[src/rtl/ep01_truth_table_scanner.sv]
// rtl/ep01_truth_table_scanner.sv - drives all 16 {a,b,c,d} vectors into a function stage and captures its truth table
// Optional golden-table compare enabled by defining SCAN_COMPARE_EN.
module ep01_truth_table_scanner #(
    parameter int SETTLE = 2
) (
    input  logic        clock,
    input  logic        reset,
    input  logic        start,
    input  logic        f,
    input  logic [15:0] expected,
    output logic        a,
    output logic        b,
    output logic        c,
    output logic        d,
    output logic        busy,
    output logic        done,
    output logic [15:0] table_out,
    output logic [4:0]  ones_count,
    output logic        mismatch,
    output logic [3:0]  first_bad
);

    typedef enum logic [1:0] {IDLE, DRIVE, DONE} state_t;

    localparam logic [3:0] LAST = 4'(SETTLE - 1);

    state_t      state_q;
    logic [3:0]  idx_q;
    logic [3:0]  cnt_q;
    logic [15:0] table_q, table_d;
    logic [4:0]  ones_q, ones_d;
    logic        busy_q;
    logic        done_q;
    logic        sample;
    logic        last_sample;

    assign sample      = (state_q == DRIVE) && (cnt_q == LAST);
    assign last_sample = sample && (idx_q == 4'd15);

    always_comb begin
        table_d        = table_q;
        table_d[idx_q] = f;
        ones_d         = ones_q + {4'd0, f};
    end

    always_ff @(posedge clock or posedge reset) begin
        if (reset) begin
            state_q <= IDLE;
            idx_q   <= '0;
            cnt_q   <= '0;
            table_q <= '0;
            ones_q  <= '0;
            busy_q  <= 1'b0;
            done_q  <= 1'b0;
        end else begin
            case (state_q)
                IDLE: begin
                    done_q <= 1'b0;
                    if (start) begin
                        state_q <= DRIVE;
                        idx_q   <= '0;
                        cnt_q   <= '0;
                        table_q <= '0;
                        ones_q  <= '0;
                        busy_q  <= 1'b1;
                    end
                end
                DRIVE: begin
                    if (sample) begin
                        table_q <= table_d;
                        ones_q  <= ones_d;
                        cnt_q   <= '0;
                        // idx wraps 15 -> 0 on the final sample, leaving a..d at 0 in DONE/IDLE
                        idx_q   <= idx_q + 4'd1;
                        if (last_sample) begin
                            state_q <= DONE;
                            busy_q  <= 1'b0;
                            done_q  <= 1'b1;
                        end
                    end else begin
                        cnt_q <= cnt_q + 4'd1;
                    end
                end
                DONE: begin
                    done_q  <= 1'b0;
                    state_q <= IDLE;
                end
                default: state_q <= IDLE;
            endcase
        end
    end

    assign {a, b, c, d} = idx_q;
    assign busy         = busy_q;
    assign done         = done_q;
    assign table_out    = table_q;
    assign ones_count   = ones_q;

`ifdef SCAN_COMPARE_EN
    logic [15:0] exp_q;
    logic        cmp_valid_q;
    logic [15:0] diff;

    always_ff @(posedge clock or posedge reset) begin
        if (reset) begin
            exp_q       <= '0;
            cmp_valid_q <= 1'b0;
        end else if (state_q == IDLE && start) begin
            exp_q       <= expected;
            cmp_valid_q <= 1'b0;
        end else if (last_sample) begin
            cmp_valid_q <= 1'b1;
        end
    end

    assign diff     = table_q ^ exp_q;
    assign mismatch = cmp_valid_q && (|diff);

    always_comb begin
        first_bad = '0;
        for (int i = 15; i >= 0; i--) begin
            if (cmp_valid_q && diff[i]) first_bad = 4'(i);
        end
    end
`else
    logic unused_expected;
    assign unused_expected = ^expected;
    assign mismatch        = 1'b0;
    assign first_bad       = '0;
`endif

endmodule

[config.mk]
export PLATFORM = sky130hd
export DESIGN_NAME = ep01_truth_table_scanner
export DESIGN_NICKNAME = d
export VERILOG_FILES = /design/src/rtl/ep01_truth_table_scanner.sv
export SDC_FILE = /design/constraint.sdc
export NUM_CORES = 1
export LEC_CHECK = 0
export ABC_AREA = 1
export BUFFER_PORTS_ARGS = -buffer_cell sky130_fd_sc_hd__clkbuf_2
export CAP_MARGIN = 20
export CORE_MARGIN = 2
export CORE_UTILIZATION = 30
export DETAILED_ROUTE_END_ITERATION = 7
export PLACE_DENSITY_LB_ADDON = 0.3
export SLEW_MARGIN = 20
export SYNTH_ARGS = -nofsm -noshare
export SYNTH_HDL_FRONTEND = slang
export SYNTH_SLANG_ARGS = --single-unit
[constraint.sdc]
create_clock -name clock -period 1.2 [get_ports clock]
set_input_delay 0.18 -clock clock [delete_from_list [all_inputs] [get_ports clock]]
set_output_delay 0.18 -clock clock [all_outputs]
set_load 0.005 [all_outputs]
# After elaboration in Yosys (flattened, before gate mapping)

Index checks and enable logic that the tools add are counted.

$add $sub $neg: 3
Magnitude comparators: 2
Equality and inequality tests: 7
Mux-type cells: 25
Reduce and logical (&&, ||, !) cells: 12

Operators by type and width:

| operator                                                                            | number |
|---|---|
| 16-bit 2-to-1 mux                                                                   | 2 |
| 16-bit case mux with 2 select lines                                                 | 1 |
| 16-bit bitwise mux                                                                  | 1 |
| 4-bit case mux with 2 select lines                                                  | 2 |
| 4-bit 2-to-1 mux                                                                    | 3 |
| 5-bit 2-to-1 mux                                                                    | 2 |
| 5-bit case mux with 2 select lines                                                  | 1 |
| 3-bit AND reduction                                                                 | 3 |
| 4-bit by 1-bit adder with 4-bit output, second input constant                       | 2 |
| 1-bit 2-to-1 mux                                                                    | 6 |
| 2-bit 2-to-1 mux                                                                    | 3 |
| 2-bit inequality test, second input constant                                        | 3 |
| 5-bit by 1-bit adder with 5-bit output                                              | 1 |
| 4-bit by 5-bit less-than comparator with 1-bit output, second input constant        | 1 |
| 1-bit demux with 4-bit select                                                       | 1 |
| 4-bit by 1-bit equality test with 1-bit output, second input constant               | 1 |
| 4-bit equality test, second input constant                                          | 1 |
| 4-bit by 1-bit greater-or-equal comparator with 1-bit output, second input constant | 1 |
| 1-bit case mux with 2 select lines                                                  | 2 |
| 2-bit case mux with 2 select lines                                                  | 1 |
| 4-bit AND reduction                                                                 | 1 |
| 2-bit nonzero test                                                                  | 2 |
| 1-bit logical AND                                                                   | 3 |
| 2-bit by 1-bit equality test with 1-bit output, second input constant               | 1 |
| 4 further kinds                                                                     | 4 |

Register bits: 33
Input port bits: 20
Logic and storage cells: 56

# Longest topological paths before layout

Depth after elaboration: 7
Mapped depth: 10

# Least setup slack after synthesis

OpenSTA, ideal clock, no wires.

Path type: reg-to-reg
From: reg cnt_q[1]
To: reg table_q[10], in the netlist table_out[10]
Library setup time: 116 ps
Arrival time: 1210 ps
Data required time: 1084 ps
Path slack: -127 ps
Cell stages (with the launch flop): 11
Clock period less this slack: 1327 ps
Cell sequence: dfrtp_1 > inv_1 > ha_1 > nand2_1 > nor2_2 > nand2_4 > nand2_4 > buf_6 > o21ai_1 > nand2_1 > nand2_1

Cells in the longest elaborated chain, start to end: 4

RTL lines:

| what                                           | line | RTL |
|---|---|---|
| start: declaration                             | 29   | `logic [3:0] cnt_q;` |
| start signal: assignment                       | 81   | `cnt_q <= cnt_q + 4'd1;` |
| 4-bit by 1-bit equality test with 1-bit output | 37   | `assign sample = (state_q == DRIVE) && (cnt_q == LAST);` |
| 1-bit logical AND                              | 37   |  |
| 2-bit inequality test (no source line)         | -    |  |
| 3-bit AND reduction (no source line)           | -    |  |
| end signal: assignment                         | 70   | `table_q <= table_d;` |
| end: declaration                               | 30   | `logic [15:0] table_q, table_d;` |

No other way between the ends.
A chain may end at the register's enable or synchronous reset.

# Final worst setup path

From: reg cnt_q[1]
To: reg table_q[5], in the netlist table_out[5]

Same word-level chain as after synthesis.

==> results_dict.tcl <==
set metrics [dict create \
    whs_path_depth 4 \
    cap_violations 0 \
    reg2reg_to "table_out[5]" \
    overflow 0 \
    fin_nets 330 \
    first_iter_violations 38 \
    route.detailed.drc 0 \
    mappedNetlistArea_mm2 0.00186 \
    antenna_cells 0 \
    start_kind "register" \
    numCtsBuffers 5 \
    place.gp.congestion 0.751 \
    fin_crit_sh 1.14 \
    status "finished, violations left" \
    stdcell_area_mm2 0.00254 \
    multi_input_area_um2 990 \
    period_needed_ns 1.36 \
    ys_ff_latch 33 \
    die_w_um 82.8 \
    grt_start_max_net_pins 34 \
    reg2reg_depth 9 \
    regArea_um2 831 \
    n_fill_cell 614 \
    cp.arrival_ns 1.55 \
    cp.required_ns 1.38 \
    antenna_left 0 \
    timing.hold.ws_ns 0.260 \
    leakage_nw 1.40 \
    grtUsageTotal 0.143 \
    hold_violations 0 \
    setup_ws_ns -0.165 \
    hold_end "ones_count[0]" \
    finalMaxSlewViolations 0 \
    r2r-start "cnt_q[1]" \
    post_drt_wl_per_cell_um 11.5 \
    area_growth_pct 36.8 \
    yosysWarnings 0 \
    finalWirelength_mm 4.33 \
    cts_tree "built" \
    vias 1656 \
    viasPerCell 4.38 \
    num_rows 28 \
    clock_latency_ns 0.29 \
    synth_top_area_cell "dfrtp_1" \
    yosysSeqAreaShare 0.444 \
    grt_pass1_wl_mm 7.40 \
    layout_commonest_cell "nand2_1" \
    first_global_vias 1599 \
    syn_area_per_cell_um2 7.88 \
    synthCells 236 \
    cts.sinks 33 \
    die_h_um 82.8 \
    portBuffers 30 \
    io_pins 52 \
    die_area_mm2 0.00685 \
    worstHoldStart "f" \
    rsz0062_at_grt "true" \
    root_buffer "clkbuf_8" \
    violations "setup timing" \
    dp_slack_ns -0.215 \
    postPlaceCellArea_mm2 0.00227 \
    power_mw 5.02 \
    clk_pin_slew_ns 0.07 \
    finalSetupViolCount 29 \
    drive_above_1_share 0.366 \
    htree_num_levels 2 \
    dp.final_hpwl_mm 2.92 \
    synthDistinctLibCells 26 \
    crit_fanout 7 \
    powerDensity_mw_per_mm2 1970 \
    finClkSkew_ns 0.00562 \
    start_util 0.312 \
    core_mm2 0.00596 \
    min_path_type "in2reg" \
    vdd_drop_max_v 0.000826 \
    cts_max_path_buffers 2 \
    antenna_found_initial 0 \
    synth_top_area_frac 0.444 \
    fmax_mhz 733 \
    end_kind "register" \
    reg2reg_slack_ns -0.16 \
    layout_common_cells "nand2_1 (80), buf_4 (31), dfrtp_1 (29), clkbuf_2 (29), inv_1 (23)" \
    dr.pass1.iters 5 \
    critPathKind "reg2reg" \
    synth_area_leaders "dfrtp_1 (44%), nand2_1 (17%), ha_1 (5.4%)" \
]
==> flip-flops by register name, summed over array words and instances (netlist names) <==
register	flops
table_out	16
state_q	2
busy	1
done	1
idx_q	4
ones_count	5
cnt_q	4
==> worst max path at each step <==
stage               cells past startpoint       endpoint  startpoint
floorplan                              10  table_out[10]    cnt_q[1]
global placement                        9  table_out[11]    cnt_q[1]
detailed placement                      8  table_out[10]    cnt_q[1]
CTS                                     9   table_out[6]    cnt_q[1]
global route                            8   table_out[1]    cnt_q[1]
finish                                  9   table_out[5]    cnt_q[1]
==> repair_timing <==
action                                  4_1_cts  5_1_grt
endpoints found under the setup margin       29       35
setup buffers                                 2        2
gates resized for setup                      22       17
pin swaps                                    13       17
hold endpoints to repair                     33        0
hold buffers                                  1        0
gates cloned                                  2        0
==> critical path, cell delays in order, from the launching register on <==
cell and delay [ns]:
dfrtp_1 0.39, inv_2 0.08, ha_4 0.15, nand2_4 0.05
nor2_4 0.16, nand2_8 0.12, nand2_4 0.12, o21ai_1 0.07
nand2_1 0.06, nand2_1 0.05
==> power breakdown <==
part / switching, mW / total, mW / internal [mW]
Clock: 0.409 / 0.811 / 0.402
Combinational: 1.32 / 2.49 / 1.16
Sequential: 0.276 / 1.73 / 1.45
Total: 2.01 / 5.02 / 3.02
==> per-stage QoR <==
| stage | TNS [ns] | instances | utilization |
|---|---|---|---|
| 2_1_floorplan | -1.45 | 240 | - |
| 3_3_place_gp | -3.51 | 364 | 0.381 |
| 3_5_place_dp | -4.12 | 364 | 0.381 |
| 4_1_cts | -2.98 | 377 | 0.416 |
| 5_1_grt | -6.25 | 378 | 0.427 |
| 6_report | -3.16 | 378 | 0.427 |
==> synth_stat cells (all sizes together) <==
master and number:
a21oi 3, buf 12, conb 1, dfrtp 33, ha 8, inv 30
nand2 91, nand3 12, nand4 6, nor2 11, o21ai 24, o21bai 1
o22ai 2, xor2 2
==> cell type report <==
cell class,instances,share of cell area
Multi-Input combinational cell,167,0.389
Clock inverter,2,0.00393
Clock buffer,6,0.0285
Timing Repair Buffer,65,0.170
Inverter,30,0.0452
Tap cell,75,0.0369
Sequential cell,33,0.326
==> cell families (layout without fill, tap and decap cells) <==
logic type / after synthesis / in the layout / share of synthesized area
buffers and inverters: 42 / 103 / 0.109
DFF: 33 / 33 / 0.444
adders and majority gates: 8 / 8 / 0.0538
and+or+nand+nor: 120 / 122 / 0.297
other: 1 / 5 / 0.00202
xor gates and xnor gates: 2 / 2 / 0.00942
AOI/OAI and AO/OA: 30 / 30 / 0.0854
==> layer usage <==
| layer | GRT usage | up-vias | routed length (µm) |
|---|---|---|---|
| met3 | 0.0359 | 10 | 180 |
| met1 | 0.194 | 752 | 2060 |
| met4 | 0.0525 | 0 | 99 |
| met5 | 0 | - | 0 |
| li1 | - | 862 | - |
| met2 | 0.221 | 32 | 1990 |
No activity file was read; power rests on OpenSTA's default activity.
